--- src/rtl/rep_upload_arb.sv ---
// Round-robin, packet-locked arbiter that shares the reply FIFO between the mem, dcache and icache upload engines.
// Optional watchdog abort is built when REP_ARB_WATCHDOG_EN is defined.
//
// state   | meaning
// IDLE    | no grant; choose the next requester after rr_ptr
// BUSY    | one engine owns the FIFO until its last flit, request drop or watchdog
module rep_upload_arb (
    input  logic        clk,
    input  logic        rst,
    input  logic [2:0]  req,
    input  logic [47:0] flits_in,
    input  logic [2:0]  v_flits_in,
    input  logic [2:0]  last_in,
    input  logic        rep_fifo_rdy,
    output logic [2:0]  rdy_out,
    output logic [15:0] flit_out,
    output logic        v_flit_out,
    output logic [2:0]  grant,
    output logic        arb_state,
    output logic        arb_err
);

    typedef enum logic {
        ST_IDLE = 1'b0,
        ST_BUSY = 1'b1
    } state_t;

    state_t      state_q, state_d;
    logic [2:0]  grant_q, grant_d;
    logic [1:0]  rr_ptr_q, rr_ptr_d;

    logic [2:0]  pick;
    logic [1:0]  g_idx;
    logic        g_req;
    logic        g_v;
    logic        g_last;
    logic [15:0] g_flit;
    logic        accept;
    logic        pkt_end;
    logic        wd_timeout;

    // Search upward from the engine after the last one served.
    always_comb begin
        pick = 3'b000;
        case (rr_ptr_q)
            2'd0: begin
                if (req[1])      pick = 3'b010;
                else if (req[2]) pick = 3'b100;
                else if (req[0]) pick = 3'b001;
            end
            2'd1: begin
                if (req[2])      pick = 3'b100;
                else if (req[0]) pick = 3'b001;
                else if (req[1]) pick = 3'b010;
            end
            default: begin
                if (req[0])      pick = 3'b001;
                else if (req[1]) pick = 3'b010;
                else if (req[2]) pick = 3'b100;
            end
        endcase
    end

    // Granted-engine view; grant_q is zero in IDLE so everything here reads zero there.
    always_comb begin
        g_idx  = 2'd0;
        g_req  = 1'b0;
        g_v    = 1'b0;
        g_last = 1'b0;
        g_flit = 16'h0000;
        case (grant_q)
            3'b001: begin
                g_idx  = 2'd0;
                g_req  = req[0];
                g_v    = v_flits_in[0];
                g_last = last_in[0];
                g_flit = flits_in[15:0];
            end
            3'b010: begin
                g_idx  = 2'd1;
                g_req  = req[1];
                g_v    = v_flits_in[1];
                g_last = last_in[1];
                g_flit = flits_in[31:16];
            end
            3'b100: begin
                g_idx  = 2'd2;
                g_req  = req[2];
                g_v    = v_flits_in[2];
                g_last = last_in[2];
                g_flit = flits_in[47:32];
            end
            default: ;
        endcase
    end

    assign accept  = g_v & rep_fifo_rdy;
    assign pkt_end = accept & g_last;

    always_comb begin
        state_d  = state_q;
        grant_d  = grant_q;
        rr_ptr_d = rr_ptr_q;
        case (state_q)
            ST_IDLE: begin
                if (pick != 3'b000) begin
                    state_d = ST_BUSY;
                    grant_d = pick;
                end
            end
            ST_BUSY: begin
                // A dropped request abandons the packet silently; only the watchdog flags an error.
                if (wd_timeout || pkt_end || !g_req) begin
                    state_d  = ST_IDLE;
                    grant_d  = 3'b000;
                    rr_ptr_d = g_idx;
                end
            end
            default: begin
                state_d = ST_IDLE;
                grant_d = 3'b000;
            end
        endcase
    end

    always_ff @(posedge clk or negedge rst) begin
        if (!rst) begin
            state_q  <= ST_IDLE;
            grant_q  <= 3'b000;
            rr_ptr_q <= 2'd2;
        end else begin
            state_q  <= state_d;
            grant_q  <= grant_d;
            rr_ptr_q <= rr_ptr_d;
        end
    end

`ifdef REP_ARB_WATCHDOG_EN
    localparam logic [3:0] TIMEOUT = 4'd15;

    logic [3:0] wd_cnt_q, wd_cnt_d;

    always_comb begin
        wd_cnt_d = wd_cnt_q;
        if (state_q != ST_BUSY || accept || wd_timeout) begin
            wd_cnt_d = 4'd0;
        end else if (rep_fifo_rdy && !g_v) begin
            wd_cnt_d = wd_cnt_q + 4'd1;
        end
    end

    always_ff @(posedge clk or negedge rst) begin
        if (!rst) begin
            wd_cnt_q <= 4'd0;
        end else begin
            wd_cnt_q <= wd_cnt_d;
        end
    end

    assign wd_timeout = (state_q == ST_BUSY) && (wd_cnt_q == TIMEOUT);
`else
    assign wd_timeout = 1'b0;
`endif

    assign grant      = grant_q;
    assign rdy_out    = rep_fifo_rdy ? grant_q : 3'b000;
    assign flit_out   = g_flit;
    assign v_flit_out = accept;
    assign arb_state  = (state_q == ST_BUSY);
    assign arb_err    = wd_timeout;

endmodule

--- config.mk ---
export PLATFORM = sky130hd
export DESIGN_NAME = rep_upload_arb
export DESIGN_NICKNAME = d
export VERILOG_FILES = /design/src/rtl/rep_upload_arb.sv
export SDC_FILE = /design/constraint.sdc
export NUM_CORES = 1
export LEC_CHECK = 0
export CAP_MARGIN = 20
export CORE_MARGIN = 2
export CORE_UTILIZATION = 31
export DETAILED_ROUTE_END_ITERATION = 8
export GPL_TIMING_DRIVEN = 0
export PLACE_DENSITY_LB_ADDON = 0.1
export REMOVE_ABC_BUFFERS = 1
export SYNTH_ARGS = -nofsm -noshare
export SYNTH_HDL_FRONTEND = slang
export SYNTH_SLANG_ARGS = --single-unit
--- constraint.sdc ---
create_clock -name clk -period 5.5 [get_ports clk]
set_input_delay 0.825 -clock clk [delete_from_list [all_inputs] [get_ports clk]]
set_output_delay 0.825 -clock clk [all_outputs]
set_load 0.1 [all_outputs]
=== After elaboration in Yosys (flattened, before gate mapping) ===
Index checks and enable logic that the tools add are counted.

* Output and inout port bits: 25
* Memory bits (writable): 0
* Memories: 0
* Register bits after elaboration: 6
* Word-level logic and storage cells: 40
* Bits in latches: 0
* Input bits: 60
* Memory bits (read-only): 0

* Mux-type cells: 22
* Reductions and logical operators: 6
* Bitwise operators: 3
* Equal/unequal tests: 6
* $mul: 0
* Add/subtract/negate cells: 0
* Order comparisons: 0
* Div/mod/pow operators: 0
* Shifts and indexed selects: 0

{| class="wikitable"
|+ Operators with widths
! cell !! count
|-
| $pmux 16 s3 || 1
|-
| $mux 3 || 9
|-
| $pmux 3 s2 || 2
|-
| $pmux 1 s3 || 3
|-
| $mux 2 || 2
|-
| $pmux 2 s2 || 1
|-
| $reduce_and 2->1 || 2
|-
| $eq 3x1->1 const B || 1
|-
| $eq 3x2->1 const B || 1
|-
| $eq 3x3->1 const B || 1
|-
| $mux 1 || 3
|-
| $reduce_bool 3->1 || 1
|-
| $and 1x1->1 || 2
|-
| $eq 2x1->1 const B || 1
|-
| $logic_not 2->1 || 1
|-
| $ne 2x1->1 const B || 1
|-
| $ne 2x2->1 const B || 1
|-
| $pmux 1 s2 || 1
|-
| $logic_not 1->1 || 1
|-
| $logic_or 1x1->1 || 1
|-
| $not 1->1 || 1
|}

=== Logic depth before layout (Yosys ltp) ===
Gate-level depths: netlist of run 1.

* Depth in word-level cells: 7
* Gate-level depth with buffers: 7
* Mapped depth without buffers: 5

=== Worst setup path before layout of run 1 ===
No wires, ideal clock.

* Kind: flip-flop to output port
* Start: register grant_q[0], in the netlist grant[0]
* End: output port flit_out[10]
* Required time: 4675 ps
* Arrival time: 3224 ps
* Cell stages (with the launch flop): 7
* Slack: 1451 ps
* Path buffers: 3
* Path through: dfrtp_1 buf_6 nor2b_1 buf_2 buf_1 a22oi_1 o21ai_1

* Cells in the longest elaborated chain, start to end: 2
* Elaborated cells between the ends (all ways): 4
* Classes of those cells: 3 x eq/ne; 1 x mux

{| class="wikitable"
|+ Ends and longest elaborated chain
! what !! line !! text
|-
| start: declaration || 29 || <nowiki>logic [2:0] grant_q, grant_d;</nowiki>
|-
| start signal: assignment || 133 || <nowiki>grant_q <= grant_d;</nowiki>
|-
| $eq 3x3->1 (tied with other cells) || 71 || <nowiki>case (grant_q)</nowiki>
|-
| $pmux 16 s3 * || 71 ||
|-
| end: declaration || 16 || <nowiki>output logic [15:0] flit_out,</nowiki>
|}

Every way passes the cells marked *; elsewhere a longest branch is shown, timed or not.

=== Final worst setup path of run 1 ===
* Start: register grant_q[2], in the netlist grant[2]
* End: output port v_flit_out

* Cells in the longest elaborated chain, start to end: 3
* Elaborated cells between the ends (all ways): 5
* Classes of those cells: 3 x eq/ne; 1 x mux; 1 x bitwise

{| class="wikitable"
|+ Ends and longest elaborated chain
! what !! line !! text
|-
| $eq 3x3->1 (tied with other cells) || 71 ||
|-
| $pmux 1 s3 * || 71 ||
|-
| $and 1x1->1 * || 97 || <nowiki>assign accept = g_v & rep_fifo_rdy;</nowiki>
|-
| end: declaration || 17 || <nowiki>output logic v_flit_out,</nowiki>
|}

Marks and branches as above.

==> results.yml, run 1 <==
outcome:
  outcome: "completed"
layout:
  n_fill_cell: 217
  insertedDiodeCount: 0
  drive_gt1_share_pct: 7.45
  num-nets-final: 249
  area_delta_synth_final_pct: 99.3
global_routing:
  grt_pass1_vias: 1074
  grt_pass1_wl_um: 4950
  antenna_found_initial: 0
  grt_overflow: 0
  grtUsageTotal_pct: 19.4
  grt_max_degree: 29
route:
  wl_per_cell_um: 14.4
  wirelength_um: 3140
  route.detailed.drc: 0
  dr.pass1.iters: 4
  ant_nets: 0
  avgViaCountPerCell: 5.44
  vias: 1185
  dr.first_iter.drc_count: 48
sta:
  rsz0062_at_grt: "no"
  hold_viol_final: 0
  drv_slew: 0
  setup_viol: 0
  setup_tns_ns: 0
  finClkSkew_ns: 0.0100
  post-route-period-util_pct: 78.3
  holdWs_ns: 0.563
  fin_crit_ns: 4.31
  slew_headroom_pct: 33.4
  fmax_mhz: 232
  worst_pin_slew_ns: 0.996
setup_path:
  critPathArrivalTime_ns: 3.48
  start_kind: "register"
  cp_slowest_cell: "clkdlybuf4s50_1"
  crit_type: "reg2out"
  required_ns: 4.68
  crit_path_cell_trace: "nor3b_4 -> a221oi_2 -> nor2_1 -> clkdlybuf4s50_1"
  end_kind: "output pin"
  critPathMaxStageDelay_ns: 1.14
  worstPathMaxFanout: 28
synthesis:
  ys_types: 36
  synth.cell_area_um2: 836
  synth_area_leader_cell: "dfrtp_1"
  syn_area_per_cell_um2: 7.46
  synth_area_leaders: "dfrtp_1, a22oi_1, o21ai_1"
  yosys-top-cells-count: "nand2_1, o21ai_1, a22oi_1"
  ys_ff_latch: 6
  yosysMostFrequentCell: "nand2_1"
  synthFlopType: "dfrtp_1"
  seq_area_frac_synth_pct: 18.1
  async_flop_share_pct: 100
  synth-edff-count: 0
  yosys_warnings: 0
  synthCells: 112
  synth_top_area_share_pct: 15.0
clocking:
  cts_tree: "done"
  numCtsBuffers: 3
  post-cts-setup-buffers: 0
  cts.clk_slew.worst_paths_ns: 0.05
  clkLatencyLatePin_ns: 0.25
  cts_hold_buffers: 0
  htreeDepth: 1
  cts_buffer_depth: 2
  cts_sinks: 6
  cts_resized: 0
  cts_root_buf: "clkbuf_4"
die:
  die_w_um: 55.9
  ios: 85
  start_util_pct: 33.1
  num_rows: 18
  core_mm2: 0.00252
  fp.dieH_um: 55.9
  die-area_mm2: 0.00313
power:
  peakVddDrop_v: 0.000575
  power_density_mw_per_mm2: 616
  leakage_nw: 0.572
run:
  maxCapViolCount: 0
hold_path:
  hp-class: "reg2reg"
placement:
  gp_congestion: 0.783
  hpwl_um: 2410
  portBuffers: 83
[per-layer routing]
| layer | share of wire (%) | vias to the layer above | GRT usage (%) |
|---|---|---|---|
| met2 | 50 | 70 | 34.5 |
| met3 | 7.1 | 6 | 4.42 |
| li1 | - | 570 | - |
| met4 | 2.5 | 0 | 5.78 |
| met5 | 0 | - | 0 |
| met1 | 40 | 539 | 23.0 |
[state kept, by name, indices dropped and copies added (netlist names)]
| register | flops |
|---|---|
| rr_ptr_q | 2 |
| grant | 3 |
| arb_state | 1 |
[per-stage QoR]
stage	instances	worst slack (ns)	utilization (%)	area (um^2)	total power, W
after floorplan	100	1.23	-	759	0.000763
after global placement	213	1.44	64.5	1630	0.000972
after detailed placement	214	1.41	65.0	1640	0.000984
after CTS	218	1.13	66.0	1670	0.00103
after global routing	218	1.01	66.0	1670	0.00107
final	218	1.19	66.0	1670	0.00103
[logic make-up after synthesis]
kind of cell           after synthesis  synth area share, %
AOI/OAI and AO/OA                   50                 42.1
buffers and inverters               13                 9.58
DFF                                  6                 18.1
muxes                                2                 2.69
other                                1                0.449
and+or+nand+nor                     40                 27.1
[critical path, delay by kind of cell, from the launching register on]
kind	cells	cell delay (ns)
buffers and inverters	1	1.14
and+or+nand+nor	2	0.97
DFF	1	0.89
AOI/OAI and AO/OA	1	0.21
[layout by cell type, fill, tap and decap left out, types with 2 or more instances in the layout]
master,n
and4bb_2,2
clkbuf_4,3
nand2_1,21
nor2_1,3
a22oi_1,16
dfrtp_1,5
o21ai_1,17
o21ai_0,3
nor2b_1,3
mux2_1,2
o311ai_1,2
clkdlybuf4s50_1,83
a21oi_1,4
and2_1,4
[where the power goes]
group	total, W	internal (W)	leakage (nW)	switching [W]
Sequential	0.000111	0.0000624	0.0751	0.0000484
Combinational	0.000872	0.000233	0.482	0.000639
Clock	0.0000438	0.0000275	0.0150	0.0000163
Total	0.00103	0.000322	0.572	0.000704
[path summary, 6_finish.rpt]
check | start | to | slack [ns] | cells after the start
min in group asynchronous | rst | grant[0] | 0.81 | 1
setup / recovery | grant[2] | v_flit_out | 1.19 | 4
hold reg to reg | rr_ptr_q[0] | rr_ptr_q[0] | 0.56 | 1
max in group asynchronous | rst | rr_ptr_q[1] | 4.41 | 1
setup reg to reg | grant[2] | rr_ptr_q[0] | 2.60 | 5
hold / removal | rr_ptr_q[0] | rr_ptr_q[0] | 0.56 | 1
[area by class of cell]
type	count	area, um^2	share of cell area (%)
Sequential cell	6	151	9.09
Timing Repair Buffer	84	842	50.6
Multi-Input combinational cell	93	604	36.3
Inverter	1	3.75	0.225
Tap cell	30	37.5	2.25
Clock buffer	4	26.3	1.58
Power figures use the tool's default switching activity.
==> inputs of run 2 (changes only) <==
--- a/config.mk
+++ b/config.mk
@@ -7,7 +7,7 @@
 export LEC_CHECK = 0
 export CAP_MARGIN = 20
 export CORE_MARGIN = 2
-export CORE_UTILIZATION = 31
+export CORE_UTILIZATION = 29
 export DETAILED_ROUTE_END_ITERATION = 8
 export GPL_TIMING_DRIVEN = 0
 export PLACE_DENSITY_LB_ADDON = 0.1
==> constraint.sdc (replaced) <==
create_clock -name clk -period 4.3 [get_ports clk]
set_input_delay 0.645 -clock clk [delete_from_list [all_inputs] [get_ports clk]]
set_output_delay 0.645 -clock clk [all_outputs]
set_load 0.1 [all_outputs]
==> results.yml, run 2 (synthesis results as in run 1) <==
setup_path:
  timing.critical_path.from: "grant[2]"
  required_ns: 3.65
  reg2reg_from: "grant[2]"
  reg2reg_slack_ns: 1.48
  start_kind: "register"
  critPathArrivalTime_ns: 3.27
  reg2reg_depth: 5
  cp-endpoint: "flit_out[3]"
  reg2reg_to: "rr_ptr_q[0]"
  end_kind: "output pin"
  worstPathMaxFanout: 29
  crit_type: "reg2out"
layout:
  drive_gt1_share_pct: 7.94
  area_delta_synth_final_pct: 100
  insertedDiodeCount: 0
  final_common_cell: "clkdlybuf4s50_1"
  num-nets-final: 250
  n_fill_cell: 248
  largest_reg_flops: 3
  final_cell_mix: "clkdlybuf4s50_1, nand2_1, o21ai_1, a22oi_1, dfrtp_1"
global_routing:
  grtUsageTotal_pct: 18.4
  grt_pass1_wl_um: 4900
  grt_max_degree: 29
  antenna_found_initial: 0
  grt_pass1_vias: 1051
  grt_overflow: 0
route:
  dr.pass1.iters: 4
  wl_met1_um: 1310
  route.detailed.drc: 0
  wl_met3_um: 304
  wirelength_um: 3190
  highest_layer: "met4"
  wl_met2_um: 1550
  dr.first_iter.drc_count: 68
  wl_per_cell_um: 14.5
  vias: 1153
  ant_nets: 0
  avgViaCountPerCell: 5.24
sta:
  drv_slew: 0
  fmax_mhz: 255
  setup_tns_ns: 0
  slew_headroom_pct: 34.5
  finClkSkew_ns: 0.00470
  hold_viol_final: 0
  post-route-period-util_pct: 91.1
  rsz0062_at_grt: "no"
  setup_viol: 0
  fin_crit_ns: 3.92
  layout_setup_ws_ns: 0.382
  worst_pin_slew_ns: 0.980
power:
  power_density_mw_per_mm2: 782
  peakVddDrop_v: 0.000611
  leakage_nw: 0.577
  total_power_w: 0.00131
hold_path:
  hp-class: "reg2reg"
clocking:
  clkLatencyLatePin_ns: 0.24
  cts_root_buf: "clkbuf_4"
  cts_hold_buffers: 0
  cts_tree: "done"
  post-cts-setup-buffers: 0
  cts.clk_slew.worst_paths_ns: 0.04
  cts_resized: 0
  htreeDepth: 1
  numCtsBuffers: 3
  cts_sinks: 6
  cts_buffer_depth: 2
placement:
  pre_cts_slack_ns: 0.396
  portBuffers: 83
  hpwl_um: 2390
  gp_congestion: 0.853
die:
  ios: 85
  die_w_um: 57.7
  die-area_mm2: 0.00333
  num_rows: 19
  core_mm2: 0.00276
  fp.dieH_um: 57.7
  start_util_pct: 30.3
outcome:
  outcome: "completed"
run:
  maxCapViolCount: 0
## run 2: how the worst min path moves through the flow
stage                  endpoint  slack [ns]        start  cells past startpoint
floorplan             arb_state        0.35          rst                      0
detailed placement  rr_ptr_q[0]        0.55  rr_ptr_q[0]                      1
CTS                 rr_ptr_q[0]        0.55  rr_ptr_q[0]                      1
finish              rr_ptr_q[0]        0.55  rr_ptr_q[0]                      1
global route        rr_ptr_q[0]        0.60  rr_ptr_q[0]                      1
global placement    rr_ptr_q[0]        0.54  rr_ptr_q[0]                      1
## run 2: cell type report
type	count	area [um^2]	share of cell area (%)
tap	31	38.8	2.32
inverter	1	3.75	0.224
clock buffer	4	26.3	1.57
sequential	6	151	9.04
multi-input combinational	94	617	36.8
timing repair buffer	84	838	50.0
## run 2: routing by layer
metal,track usage (%),vias to the layer above
li1,-,569
met1,23.4,528
met2,31.0,52
met3,4.24,4
met4,5.32,0
met5,0,-
## run 2: power breakdown
part	total [W]	internal [W]	leakage, nW	switching [W]
clock	0.0000539	0.0000350	0.0150	0.0000188
combinational	0.00111	0.000298	0.487	0.000815
sequential	0.000143	0.0000798	0.0751	0.0000633
## run 2: worst max-delay path, cell delays in order, from the launching register on
cell	delay (ns)
dfrtp_1	0.91
nor3b_2	0.74
nand2_1	0.13
o21ai_1	0.10
clkdlybuf4s50_1	1.15
## run 2: per-stage QoR
step	hold WS [ns]	instance area [um^2]	utilization [%]	cells
after CTS	0.555	1660	60.3	219
after global routing	0.598	1680	60.8	220
after floorplan	0.349	759	-	100
final	0.554	1680	60.8	220
after global placement	0.539	1630	59.1	214
after detailed placement	0.546	1640	59.3	215
==> inputs of run 3 (changes only) <==
--- a/config.mk
+++ b/config.mk
@@ -12,6 +12,7 @@
 export GPL_TIMING_DRIVEN = 0
 export PLACE_DENSITY_LB_ADDON = 0.1
 export REMOVE_ABC_BUFFERS = 1
+export SLEW_MARGIN = 20
 export SYNTH_ARGS = -nofsm -noshare
 export SYNTH_HDL_FRONTEND = slang
 export SYNTH_SLANG_ARGS = --single-unit
==> results.yml, run 3 (synthesis results as in run 1) <==
outcome:
  outcome: "completed"
hold_path:
  min_path_cells: 1
  hp-class: "reg2reg"
layout:
  final_cells: 219
  largest_reg_flops: 3
  final_common_cell: "clkdlybuf4s50_1"
  final_cell_mix: "clkdlybuf4s50_1, nand2_1, o21ai_1, a22oi_1, dfrtp_1"
  num-nets-final: 249
  drive_gt1_share_pct: 7.98
  area_delta_synth_final_pct: 99.8
  post-route-util_pct: 60.6
  n_fill_cell: 246
  insertedDiodeCount: 0
global_routing:
  grtUsageTotal_pct: 18.1
  grt_max_degree: 29
  antenna_found_initial: 0
  grt_pass1_wl_um: 4820
  grt_overflow: 0
  grt_pass1_vias: 1050
power:
  pwr-share-comb_pct: 84.9
  swShare_pct: 68.7
  pwr-share-clk_pct: 4.0
  leakage_nw: 0.572
  peakVddDrop_v: 0.000583
  switchingPower_w: 0.000901
  p_seq_share_pct: 11.0
  internal_power_w: 0.000411
  power_density_mw_per_mm2: 785
die:
  start_util_pct: 30.3
  die_w_um: 57.7
  core_mm2: 0.00276
  die-area_mm2: 0.00333
  fp.dieH_um: 57.7
  num_rows: 19
  ios: 85
clocking:
  cts_root_buf: "clkbuf_4"
  clkLatencyLatePin_ns: 0.24
  htreeDepth: 1
  post-cts-setup-buffers: 0
  cts_buffer_depth: 2
  cts.clk_slew.worst_paths_ns: 0.04
  cts_tree: "done"
  numCtsBuffers: 3
  cts_sinks: 6
route:
  wirelength_um: 3210
  avgViaCountPerCell: 5.30
  route.detailed.drc: 0
  wl_per_cell_um: 14.6
  dr.first_iter.drc_count: 71
  vias: 1160
  dr.pass1.iters: 4
  ant_nets: 0
setup_path:
  reg2reg_depth: 5
  critPathArrivalTime_ns: 3.29
  worstPathMaxFanout: 29
  start_kind: "register"
  end_kind: "output pin"
  required_ns: 3.65
  crit_type: "reg2out"
sta:
  worst_pin_slew_ns: 0.981
  post-route-period-util_pct: 91.5
  fmax_mhz: 254
  setup_viol: 0
  hold_viol_final: 0
  layout_setup_ws_ns: 0.366
  setup_tns_ns: 0
  rsz0062_at_grt: "no"
  drv_slew: 0
  fin_crit_ns: 3.93
  finClkSkew_ns: 0.00481
  slew_headroom_pct: 34.4
placement:
  pre_cts_slack_ns: 0.417
  hpwl_um: 2340
  portBuffers: 83
  dp_cells: 214
  gp_congestion: 0.853
run:
  maxCapViolCount: 0
==> run 3: layout make-up <==
type | instances | area, um^2 | area share (%)
repair buffers | 83 | 831 | 49.7
multi-input cells | 94 | 619 | 37.1
flip-flops and latches | 6 | 151 | 9.06
well taps | 31 | 38.8 | 2.32
inverters | 1 | 3.75 | 0.225
clock buffers | 4 | 26.3 | 1.57
==> run 3: what timing repair did <==
item / CTS / global route
hold buffers: 0 / 0
resized for setup: 0 / 0
setup endpoints to repair: 0 / 1
==> run 3: path summary, 6_finish.rpt <==
kind	end	start	slack [ns]
min in group asynchronous	arb_state	rst	0.64
worst min-delay path	rr_ptr_q[0]	rr_ptr_q[0]	0.56
max in group asynchronous	rr_ptr_q[1]	rst	3.40
worst min register to register	rr_ptr_q[0]	rr_ptr_q[0]	0.56
worst max register to register	rr_ptr_q[0]	grant[2]	1.50
worst max-delay path	flit_out[10]	grant[2]	0.37
==> run 3: routing by layer <==
layer  part of all wire (%)  global-route usage [%]  vias to the layer above  wire [um]
met5                      0                       0                        -          0
met3                     11                    4.24                        2        348
met2                     48                    29.4                       70       1530
li1                       -                       -                      570          -
met4                   0.37                    6.98                        0         12
met1                     41                    23.4                      518       1320
==> run 3: worst max-delay path: stages (launching register included) <==
cell,delay (ns)
dfrtp_1,0.90
nor3b_2,0.75
nand2_1,0.12
o21ai_1,0.12
clkdlybuf4s50_1,1.16
==> run 3: through the flow <==
stage	power (W)	area [um^2]	hold WS, ns
after floorplan	0.000976	759	0.349
after global placement	0.00124	1630	0.539
after detailed placement	0.00125	1630	0.546
after CTS	0.00131	1660	0.555
after global routing	0.00137	1670	0.598
final	0.00131	1670	0.556
==> run 3: power groups by stage <==
stage / combinational [W] / clock (W) / sequential [W]
6_report: 0.00111 / 0.0000528 / 0.000145
3_5_place_dp: 0.00111 / 0 / 0.000140
2_1_floorplan: 0.000750 / 0 / 0.000226
5_1_grt: 0.00116 / 0.0000606 / 0.000153
4_1_cts: 0.00111 / 0.0000560 / 0.000140
3_3_place_gp: 0.00110 / 0 / 0.000139
